$ cat src/rtl/control_unit.sv
// Hardwired Mini-SRC control sequencer: fetch T0-T2, opcode-specific execute
// T3-T7, plus RESET wait, stop-driven PAUSE and HALT states.
module control_unit #(
  parameter int RESET_PC_WAIT = 1
) (
  input  logic        clk,
  input  logic        clr,
  input  logic        stop,
  input  logic [31:0] IR,
  input  logic        con_ff,
  output logic        PCout,
  output logic        ZHighout,
  output logic        ZLowout,
  output logic        MDRout,
  output logic        MARin,
  output logic        PCin,
  output logic        MDRin,
  output logic        IRin,
  output logic        Yin,
  output logic        IncPC,
  output logic        Read,
  output logic        HIin,
  output logic        LOin,
  output logic        HIout,
  output logic        LOout,
  output logic        ZHIin,
  output logic        ZLOin,
  output logic        Cout,
  output logic        RAM_write_en,
  output logic        GRA,
  output logic        GRB,
  output logic        GRC,
  output logic        R_in,
  output logic        R_out,
  output logic        Baout,
  output logic        enableCon,
  output logic        enableInputPort,
  output logic        enableOutputPort,
  output logic        InPortout,
  output logic        Run,
  output logic [4:0]  operation
);

  typedef enum logic [3:0] {
    S_RESET, S_PAUSE,
    S_T0, S_T1, S_T2, S_T3, S_T4, S_T5, S_T6, S_T7,
    S_HALT
  } state_e;

  typedef enum logic [3:0] {
    C_LD, C_LDI, C_ST, C_ALU, C_NEGNOT, C_IMM, C_MULDIV, C_BR,
    C_JR, C_IN, C_OUT, C_MFHI, C_MFLO, C_NOP, C_HALT
  } cls_e;

  localparam logic [1:0] WAIT_LAST = 2'(RESET_PC_WAIT);
  localparam logic [4:0] OP_ADD    = 5'd3;

  state_e      state_q, state_d;
  logic [1:0]  wait_q, wait_d;
  cls_e        cls;
  logic [4:0]  opcode;
  logic        ir_unused;
  logic        alu_class;

  assign opcode    = IR[31:27];
  assign ir_unused = ^IR[26:0];

  always_comb begin
    cls = C_NOP;
    case (opcode)
      5'd0:                                   cls = C_LD;
      5'd1:                                   cls = C_LDI;
      5'd2:                                   cls = C_ST;
      5'd3, 5'd4, 5'd5, 5'd6, 5'd7,
      5'd8, 5'd9, 5'd10, 5'd11:               cls = C_ALU;
      5'd12, 5'd13, 5'd14:                    cls = C_IMM;
      5'd15, 5'd16:                           cls = C_MULDIV;
      5'd17, 5'd18:                           cls = C_NEGNOT;
      5'd19:                                  cls = C_BR;
      5'd20:                                  cls = C_JR;
      5'd22:                                  cls = C_IN;
      5'd23:                                  cls = C_OUT;
      5'd24:                                  cls = C_MFHI;
      5'd25:                                  cls = C_MFLO;
      5'd27:                                  cls = C_HALT;
      default:                                cls = C_NOP;
    endcase
  end

  assign alu_class = (cls == C_ALU) || (cls == C_IMM) ||
                     (cls == C_MULDIV) || (cls == C_NEGNOT);

  always_ff @(posedge clk or negedge clr) begin
    if (!clr) begin
      state_q <= S_RESET;
      wait_q  <= '0;
    end else begin
      state_q <= state_d;
      wait_q  <= wait_d;
    end
  end

  // Every instruction's last step shares one exit: T0, or PAUSE when stop is high.
  always_comb begin
    state_e end_st;
    end_st  = stop ? S_PAUSE : S_T0;
    state_d = state_q;
    wait_d  = wait_q;
    case (state_q)
      S_RESET: begin
        if (wait_q == WAIT_LAST) state_d = end_st;
        else                     wait_d  = wait_q + 2'd1;
      end
      S_PAUSE: if (!stop) state_d = S_T0;
      S_T0:    state_d = S_T1;
      S_T1:    state_d = S_T2;
      S_T2: begin
        case (cls)
          C_HALT:  state_d = S_HALT;
          C_NOP:   state_d = end_st;
          default: state_d = S_T3;
        endcase
      end
      S_T3: begin
        case (cls)
          C_JR, C_IN, C_OUT, C_MFHI, C_MFLO: state_d = end_st;
          default:                           state_d = S_T4;
        endcase
      end
      S_T4:    state_d = S_T5;
      S_T5: begin
        case (cls)
          C_ALU, C_NEGNOT, C_IMM, C_LDI: state_d = end_st;
          default:                       state_d = S_T6;
        endcase
      end
      S_T6: begin
        case (cls)
          C_MULDIV, C_BR: state_d = end_st;
          default:        state_d = S_T7;
        endcase
      end
      S_T7:    state_d = end_st;
      S_HALT:  state_d = S_HALT;
      default: state_d = S_RESET;
    endcase
  end

  always_comb begin
    PCout            = 1'b0;
    ZHighout         = 1'b0;
    ZLowout          = 1'b0;
    MDRout           = 1'b0;
    MARin            = 1'b0;
    PCin             = 1'b0;
    MDRin            = 1'b0;
    IRin             = 1'b0;
    Yin              = 1'b0;
    IncPC            = 1'b0;
    Read             = 1'b0;
    HIin             = 1'b0;
    LOin             = 1'b0;
    HIout            = 1'b0;
    LOout            = 1'b0;
    ZHIin            = 1'b0;
    ZLOin            = 1'b0;
    Cout             = 1'b0;
    RAM_write_en     = 1'b0;
    GRA              = 1'b0;
    GRB              = 1'b0;
    GRC              = 1'b0;
    R_in             = 1'b0;
    R_out            = 1'b0;
    Baout            = 1'b0;
    enableCon        = 1'b0;
    enableOutputPort = 1'b0;
    InPortout        = 1'b0;
    operation        = '0;
    enableInputPort  = (state_q != S_RESET) && (state_q != S_HALT);
    Run              = (state_q != S_RESET) && (state_q != S_HALT) &&
                       (state_q != S_PAUSE);

    case (state_q)
      S_T3, S_T4, S_T5, S_T6, S_T7: if (alu_class) operation = opcode;
      default: ;
    endcase
    if ((state_q == S_T4) && ((cls == C_LD) || (cls == C_LDI) || (cls == C_ST)))
      operation = OP_ADD;
    if ((state_q == S_T5) && (cls == C_BR))
      operation = OP_ADD;

    case (state_q)
      S_T0: begin
        PCout = 1'b1; MARin = 1'b1; IncPC = 1'b1; ZLOin = 1'b1;
      end
      S_T1: begin
        ZLowout = 1'b1; PCin = 1'b1; Read = 1'b1; MDRin = 1'b1;
      end
      S_T2: begin
        MDRout = 1'b1; IRin = 1'b1;
      end
      S_T3: begin
        case (cls)
          C_ALU, C_NEGNOT, C_IMM: begin GRB = 1'b1; R_out = 1'b1; Yin = 1'b1; end
          C_LD, C_LDI, C_ST:      begin GRB = 1'b1; Baout = 1'b1; Yin = 1'b1; end
          C_MULDIV:               begin GRA = 1'b1; R_out = 1'b1; Yin = 1'b1; end
          C_BR:                   begin GRA = 1'b1; R_out = 1'b1; enableCon = 1'b1; end
          C_JR:                   begin GRA = 1'b1; R_out = 1'b1; PCin = 1'b1; end
          C_IN:                   begin InPortout = 1'b1; GRA = 1'b1; R_in = 1'b1; end
          C_OUT:                  begin GRA = 1'b1; R_out = 1'b1; enableOutputPort = 1'b1; end
          C_MFHI:                 begin HIout = 1'b1; GRA = 1'b1; R_in = 1'b1; end
          C_MFLO:                 begin LOout = 1'b1; GRA = 1'b1; R_in = 1'b1; end
          default: ;
        endcase
      end
      S_T4: begin
        case (cls)
          C_ALU:                    begin GRC = 1'b1; R_out = 1'b1; ZLOin = 1'b1; end
          C_NEGNOT:                 begin GRB = 1'b1; R_out = 1'b1; ZLOin = 1'b1; end
          C_IMM, C_LD, C_LDI, C_ST: begin Cout = 1'b1; ZLOin = 1'b1; end
          C_MULDIV: begin
            GRB = 1'b1; R_out = 1'b1; ZHIin = 1'b1; ZLOin = 1'b1;
          end
          C_BR:                     begin PCout = 1'b1; Yin = 1'b1; end
          default: ;
        endcase
      end
      S_T5: begin
        case (cls)
          C_ALU, C_NEGNOT, C_IMM, C_LDI: begin ZLowout = 1'b1; GRA = 1'b1; R_in = 1'b1; end
          C_LD, C_ST:                    begin ZLowout = 1'b1; MARin = 1'b1; end
          C_MULDIV:                      begin ZLowout = 1'b1; LOin = 1'b1; end
          C_BR:                          begin Cout = 1'b1; ZLOin = 1'b1; end
          default: ;
        endcase
      end
      S_T6: begin
        case (cls)
          C_LD:     begin Read = 1'b1; MDRin = 1'b1; end
          C_ST:     begin GRA = 1'b1; R_out = 1'b1; MDRin = 1'b1; end
          C_MULDIV: begin ZHighout = 1'b1; HIin = 1'b1; end
          C_BR:     begin ZLowout = 1'b1; PCin = con_ff; end
          default: ;
        endcase
      end
      S_T7: begin
        case (cls)
          C_LD:    begin MDRout = 1'b1; GRA = 1'b1; R_in = 1'b1; end
          C_ST:    RAM_write_en = 1'b1;
          default: ;
        endcase
      end
      default: ;
    endcase
  end

endmodule

$ cat config.mk
export PLATFORM = sky130hd
export DESIGN_NAME = control_unit
export DESIGN_NICKNAME = d
export VERILOG_FILES = /design/src/rtl/control_unit.sv
export SDC_FILE = /design/constraint.sdc
export NUM_CORES = 1
export LEC_CHECK = 0
export CAP_MARGIN = 20
export CORE_MARGIN = 2
export CORE_UTILIZATION = 64
export CTS_BUF_LIST = sky130_fd_sc_hd__clkbuf_16
export DETAILED_ROUTE_END_ITERATION = 6
export DONT_BUFFER_PORTS = 1
export HOLD_SLACK_MARGIN = 0.03
export PLACE_DENSITY = 0.8
export SLEW_MARGIN = 5
export SYNTH_ARGS = -nofsm -noshare
export SYNTH_HDL_FRONTEND = slang
export SYNTH_SLANG_ARGS = --single-unit
export TNS_END_PERCENT = 50
$ cat constraint.sdc
create_clock -name clk -period 2.9 [get_ports clk]
set_input_delay 0.29 -clock clk [delete_from_list [all_inputs] [get_ports clk]]
set_output_delay 0.29 -clock clk [all_outputs]
set_load 0.03 [all_outputs]
* Yosys cells after proc, flatten, opt, wreduce, memory -nomap -nowiden
Memories as Yosys holds them, arrays and structs flattened. Cells that the tools add are included.
Operators by class: add/sub/neg operators 1, $mul 0, div/mod/pow operators 0, magnitude comparators 0, equal/unequal tests 29, shift-type cells 0, muxes and demuxes 61, bitwise gates (word level) 1, reduce and logical (&&, ||, !) cells 28
Operators with widths (number):
- $pmux W4 S11 | 1
- $eq A4 B4 Y1 const B | 10
- $mux W1 | 35
- $eq A4 B3 Y1 const B | 8
- $reduce_or A7 Y1 | 3
- $mux W5 | 4
- $eq A4 B2 Y1 const B | 4
- $mux W4 | 4
- $pmux W1 S2 | 8
- $pmux W1 S3 | 5
- $reduce_or A5 Y1 | 2
- $reduce_or A3 Y1 | 3
- $eq A4 B1 Y1 const B | 2
- $logic_not A4 Y1 | 2
- $pmux W4 S2 | 1
- $reduce_or A4 Y1 | 2
- $reduce_or A2 Y1 | 3
- $reduce_or A6 Y1 | 1
- $logic_or A1 B1 Y1 | 5
- $logic_and A1 B1 Y1 | 4
- $ne A2 B2 Y1 const B | 2
- $ne A4 B1 Y1 const B | 1
- $ne A4 B4 Y1 const B | 1
- $pmux W1 S4 | 1
- 7 further kinds | 8
Word-level totals: register bits after elaboration 6, bits in latches 0, memory bits (writable) 0, ROM bits 128, bits of input ports 36, output and inout bits 35, logic and storage cells 123, memories kept 1
Memory list:
- (name not given) | words 32, bits a word 4, read ports 1, clocked after Yosys merged registers in 0, wr ports 0, line 70 | case (opcode)

* Longest topological paths before layout
Gate-level depths: netlist (run 1). An unclocked memory read counts as a cell.
depth after elaboration 9, mapped depth 9, depth with buffers taken out 8

* Worst setup path after synthesis (run 1)
Ideal clock, no wire load.
kind input to output, from in IR[27], to out operation[4], arrival 2623 ps, slack -13 ps, cell stages on the path 7, buffers on the path 1, cells stage by stage inv_1 ha_1 or3b_2 o311ai_2 a211oi_4 buf_6 nor4b_1
On the way: longest elaborated chain between the ends 9
RTL lines:
- from (decl) | line 9 | input logic [31:0] IR,
- $mem_v2 Z32 W4 (*)
- $eq A4 B2 Y1 or $eq A4 B3 Y1 (tied branches) | line 90 | assign alu_class = (cls == C_ALU) || (cls == C_IMM) ||
- $logic_or A1 B1 Y1 (2 in series) | line 90
- $logic_or A1 B1 Y1 | line 91 | (cls == C_MULDIV) || (cls == C_NEGNOT);
- $mux W5 | line 184 | S_T3, S_T4, S_T5, S_T6, S_T7: if (alu_class) operation = opcode;
- $mux W5 | line 183 | case (state_q)
- $mux W5 | line 187 | if ((state_q == S_T4) && ((cls == C_LD) || (cls == C_LDI) || (cls == C_ST)))
- $mux W5 (*) | line 189 | if ((state_q == S_T5) && (cls == C_BR))
- to (decl) | line 41 | output logic [4:0] operation
Every way passes the cells marked *; elsewhere a longest branch is shown, timed or not.

* Worst setup path in the final report (run 1)
from in IR[28], to out Cout
On the way: longest elaborated chain between the ends 5
RTL lines:
- $mem_v2 Z32 W4 (*)
- $eq A4 B3 Y1 (tied with other cells) | line 217 | case (cls)
- $reduce_or A4 Y1
- $mux W1 | line 217
- $pmux W1 S2 (*) | line 192 | case (state_q)
- to (decl) | line 28 | output logic Cout,
Marked as above.

==> results of run 1 <==
-- timing repair --
| action | 4_1_cts | 5_1_grt |
|---|---|---|
| setup buffers | 0 | 0 |
| hold buffers | 1 | 0 |
| endpoints found under the hold margin | 6 | 0 |
-- final cells by class --
class	instances	area [sq um]	area share, %
well taps	27	33.8	2.21
repair buffers	21	160	10.5
flip-flops and latches	6	150	9.84
inverters	9	33.8	2.21
clock buffers	3	75.1	4.92
multi-input cells	173	1070	70.3
-- layer usage --
metal	global-route usage (%)	vias to the layer above	wire length (microns)
met2	58.4	107	1920
met5	0	-	0
met1	42.9	746	1500
li1	-	758	-
met4	7.41	0	89
met3	5.15	16	423
-- report_power, final --
part / switching, mW / leakage, nW / internal, mW
sequential: 0.0941 / 0.0726 / 0.111
clock: 0.0430 / 0.0370 / 0.177
combinational: 0.578 / 0.574 / 0.280
-- cell families after synthesis --
logic type / share of synthesized area (%)
buf+inv: 9.49
flops: 11.2
compound gates: 34.7
mux: 1.49
fa+ha+maj: 4.65
xor+xnor: 2.61
simple gates: 35.9
-- critical path: cells and delay by family --
kind	cells	cell delay, ns
buf+inv	1	0.03
fa+ha+maj	1	0.35
compound gates	4	1.32
simple gates	2	0.33
-- layout by cell type, fill, tap and decap left out, drive strengths merged, types with 3 or more instances in the layout --
cell	synthesis	final
a21o	7	7
nand2b	5	5
buf	10	20
nor2b	8	8
nand3	11	11
clkbuf	5	3
inv	9	9
a21oi	10	10
a22oi	3	3
xnor2	3	3
nor2	23	23
o21ai	17	17
ha	5	5
o211ai	3	3
dfrtp	6	6
o311ai	3	3
nand2	26	26
a31oi	5	5
nor3	7	7
-- worst paths after layout --
path | slack [ns] | from | depth (start not counted) | endpoint
min | 0.38 | clr | 1 | state_q[2]$_DFFE_PN0P_
max reg2reg | 1.02 | state_q[1]$_DFFE_PN0P_ | 6 | state_q[1]$_DFFE_PN0P_
max | 0.29 | IR[28] | 8 | Cout
min in group clk | 0.38 | stop | 2 | state_q[1]$_DFFE_PN0P_
min reg2reg | 0.48 | wait_q[0]$_DFFE_PN0P_ | 1 | wait_q[0]$_DFFE_PN0P_
max in group asynchronous | 2.29 | clr | 1 | wait_q[1]$_DFFE_PN0P_
-- registers in the layout, summed over array words and instances (netlist names) --
name     count
state_q      4
wait_q       2
-- per-stage QoR --
| stage | util (%) | std cells |
|---|---|---|
| after floorplan | - | 203 |
| after global placement | 72.7 | 235 |
| after detailed placement | 72.7 | 235 |
| after CTS | 77.0 | 239 |
| after global routing | 77.0 | 239 |
| final | 77.0 | 239 |
==> impl_metrics.py, run 1 <==
metrics = {
    "clocking": {
        "clk_pin_slew_ns": 0.03,
        "cts.sinks": 6,
        "clockRootBuffer": "clkbuf_16",
        "h-tree-depth": 1,
        "cts_buffer_depth": 2,
        "cts_tree": "done",
        "clock_latency_ns": 0.23,
        "ctsResizeCount": 0,
        "cts-buffers-inserted": 3,
    },
    "worst_setup_path": {
        "arrival_ns": 2.32,
        "critPathKind": "input pin to output port",
        "endpoint_kind": "output port",
        "cp_slowest_cell": "a211oi_4",
        "path_cells": "inv_1, ha_1, or3b_2, o311ai_2, a211oi_4, nand3_1, o21ai_0, a41o_1",
        "crit_path_start_kind": "input pin",
        "max_stage_delay_ns": 0.61,
        "cp_max_fo": 14,
        "required_ns": 2.61,
    },
    "synthesis": {
        "syn_area_sq_um": 1350,
        "ys_types": 54,
        "synth_most_common_cell": "nand2_1",
        "synth_ff_type": "dfrtp_1",
        "syn_avg_cell_area_sq_um": 6.63,
        "yosysWarningCount": 0,
        "syn_inst": 203,
        "synth_top_area_cell": "dfrtp_1",
        "syn-num-nets": 244,
        "ys_seq_elements": 6,
        "ys_seq_area_share_pct": 11.2,
        "synth_edf_count": 0,
        "async_flop_share_pct": 100,
        "netlist.area_leader.share_pct": 11.2,
        "synth_commonest_cells": "nand2_1, nor2_1, o21ai_0",
        "yosys-top-cells-area": "dfrtp_1, nand2_1, nor2_1",
    },
    "sta": {
        "hold_viol_final": 0,
        "layout_setup_ws_ns": 0.287,
        "finalSetupTns_ns": 0,
        "finClkSkew_ns": 0.00304,
        "hold_ws_ns": 0.381,
        "fin_crit_ns": 2.61,
        "finalSetupViolCount": 0,
        "slew_headroom_pct": 46.7,
        "period_share_pct": 90.1,
        "worst_pin_slew_ns": 0.800,
        "fmaxAchievable_mhz": 383,
        "maxSlewViolCount": 0,
        "rsz0062_at_grt": "false",
    },
    "finish": {
        "syn2layout_area_growth_pct": 13.5,
        "fin_area_sq_um": 1530,
        "nets": 255,
        "antenna_cells": 0,
        "drive_gt1_share_pct": 14.2,
        "nFillCells": 153,
    },
    "placement": {
        "portBuffers": 0,
        "dp_hpwl_microns": 2960,
        "pre_cts_slack_ns": 0.318,
        "dpl-instance-area_sq_um": 1440,
        "gp_congestion": 0.917,
    },
    "drt": {
        "drt_pass1_iterations": 5,
        "postRouteAntennaNets": 0,
        "wl_per_cell_microns": 16.5,
        "drc": 0,
        "vias_per_cell": 6.81,
        "drt-initial-drc-count": 88,
        "vias": 1627,
        "drt_wl_total_microns": 3940,
    },
    "floorplanning": {
        "die_area_sq_um": 2480,
        "rows": 16,
        "ios": 71,
        "chipWidth_microns": 49.8,
        "core_area_sq_um": 1980,
        "die_h_microns": 49.8,
        "start_util_pct": 67.9,
    },
    "status": {
        "status": "completed",
    },
    "grt": {
        "grt_pass1_wl_microns": 6620,
        "grt_pass1_vias": 1490,
        "grt_antenna_before_repair": 0,
        "grt_max_degree": 21,
        "grt_overflow": 0,
        "track_usage_pct": 33.4,
    },
    "power_and_ir_drop": {
        "power_density_nw_per_um2": 841,
        "p_total_mw": 1.28,
        "power_leakage_nw": 0.683,
        "peakVddDrop_v": 0.000533,
    },
    "job": {
        "maxCapViolations": 0,
    },
    "min_path": {
        "hp-class": "input pin to async pin",
    },
}
(Power assumes the default switching activity.)
==> run 2, diff against run 1 <==
--- a/config.mk
+++ b/config.mk
@@ -6,7 +6,7 @@
 export NUM_CORES = 1
 export LEC_CHECK = 0
 export CAP_MARGIN = 20
-export CORE_MARGIN = 2
+export CORE_MARGIN = 5
 export CORE_UTILIZATION = 64
 export CTS_BUF_LIST = sky130_fd_sc_hd__clkbuf_16
 export DETAILED_ROUTE_END_ITERATION = 6
==> impl_metrics.py, run 2 (synthesized netlist as in run 1, its figures left out) <==
metrics = {
    "clocking": {
        "clock_latency_ns": 0.23,
        "cts_tree": "done",
        "cts-buffers-inserted": 3,
        "clockRootBuffer": "clkbuf_16",
        "cts_buffer_depth": 2,
        "clk_pin_slew_ns": 0.03,
        "h-tree-depth": 1,
        "cts.sinks": 6,
        "post_cts_buffers": 0,
    },
    "drt": {
        "vias": 1648,
        "drt_pass1_iterations": 5,
        "vias_per_cell": 6.87,
        "drc": 0,
        "postRouteAntennaNets": 0,
        "drt-initial-drc-count": 122,
        "drt_wl_total_microns": 4250,
        "wl_per_cell_microns": 17.7,
    },
    "placement": {
        "gp_congestion": 0.923,
        "dp_cells": 236,
        "dp_hpwl_microns": 3160,
        "portBuffers": 0,
    },
    "power_and_ir_drop": {
        "p_seq_share_pct": 15.8,
        "p_switching_mw": 0.734,
        "power_leakage_nw": 0.688,
        "p_total_mw": 1.30,
        "comb_power_share_pct": 67.2,
        "sw_frac_of_total_pct": 56.3,
        "p_int_mw": 0.570,
        "power_density_nw_per_um2": 850,
        "peakVddDrop_v": 0.000572,
        "clkPwrFrac_pct": 17.0,
    },
    "sta": {
        "fmaxAchievable_mhz": 378,
        "worst_pin_slew_ns": 0.840,
        "hold_viol_final": 0,
        "finClkSkew_ns": 0.00261,
        "hold_ws_ns": 0.379,
        "rsz0062_at_grt": "false",
        "maxSlewViolCount": 0,
        "period_share_pct": 91.3,
        "finalSetupTns_ns": 0,
        "slew_headroom_pct": 44.0,
        "fin_crit_ns": 2.65,
        "finalSetupViolCount": 0,
    },
    "finish": {
        "instances_no_fill": 240,
        "nets": 256,
        "top_register": "state_q",
        "final_common_cell": "nand2_1",
        "antenna_cells": 0,
        "fin_util_pct": 77.4,
        "top_regs": "state_q x4, wait_q x2",
        "mostFrequentLayoutCells": "nand2_1, nor2_1, buf_4, o21ai_0, nand3_1",
        "largest_register_ffs": 4,
        "syn2layout_area_growth_pct": 14.0,
        "drive_gt1_share_pct": 14.6,
    },
    "worst_setup_path": {
        "critPathKind": "input pin to output port",
        "crit_path_start_kind": "input pin",
        "endpoint_kind": "output port",
        "setup.worst_path.start": "IR[28]",
        "r2r-start": "state_q[1]$_DFFE_PN0P_",
        "cp_max_fo": 14,
        "required_ns": 2.61,
        "arrival_ns": 2.36,
    },
    "floorplanning": {
        "core_area_sq_um": 1980,
        "rows": 16,
        "die_area_sq_um": 3120,
        "chipWidth_microns": 55.8,
        "ios": 71,
        "die_h_microns": 55.8,
        "start_util_pct": 67.9,
    },
    "grt": {
        "grt_max_degree": 21,
        "grt_antenna_before_repair": 0,
        "track_usage_pct": 26.3,
        "grt_pass1_wl_microns": 6760,
        "grt_overflow": 0,
        "grt_pass1_vias": 1440,
    },
    "job": {
        "maxCapViolations": 0,
    },
    "min_path": {
        "hp-class": "input pin to async pin",
    },
    "status": {
        "status": "completed",
    },
}
[run 2: cell types whose count changed in the layout (fill, tap and decap cells not counted)]
cell   change
buf_4      +1
[run 2: layer usage]
metal	wire (microns)	global-route usage, %	share of wire (%)	vias up
met4	36	7.80	0.85	0
met1	1590	32.3	38	756
met5	0	0	0	-
met2	2080	46.1	49	126
met3	536	4.87	13	4
li1	-	-	-	762
[run 2: critical path, stage by stage]
cell and delay (ns):
inv_1 0.04, ha_1 0.35, or3b_2 0.15, o311ai_2 0.20, a211oi_4 0.61, nand3_1 0.19
o21ai_0 0.19, a41o_1 0.33
[run 2: area by class of cell]
type | instances | area, sq um
Tap cell | 27 | 33.8
Timing Repair Buffer | 22 | 168
Clock buffer | 3 | 75.1
Inverter | 9 | 33.8
Fill cell | 147 | 448
Multi-Input combinational cell | 173 | 1070
Sequential cell | 6 | 150
[run 2: path summary, 6_finish.rpt]
path	depth (start not counted)	end	slack, ns
min	1	state_q[3]$_DFFE_PN0P_	0.38
max	8	Cout	0.25
min reg2reg	2	wait_q[1]$_DFFE_PN0P_	0.54
min in group clk	2	state_q[1]$_DFFE_PN0P_	0.38
max in group asynchronous	1	state_q[2]$_DFFE_PN0P_	2.30
max reg2reg	6	state_q[1]$_DFFE_PN0P_	0.91
[run 2: power by group through the flow]
stage                     clock network (mW)  logic (mW)  registers, mW
after global placement                     0       0.837          0.199
after global routing                   0.231       0.922          0.216
after CTS                              0.224       0.863          0.203
after floorplan                            0       0.754          0.130
final                                  0.222       0.876          0.206
after detailed placement                   0       0.855          0.204
[run 2: metrics by stage]
step | area (sq um) | worst slack [ns]
floorplan | 1350 | 0.0376
global placement | 1450 | 0.365
detailed placement | 1450 | 0.307
CTS | 1530 | 0.307
global route | 1530 | 0.188
finish | 1530 | 0.252
[run 2: repair_timing]
item	in CTS	in global routing
gates resized for setup	0	0
endpoints found under the hold margin	6	0
hold buffers	1	0
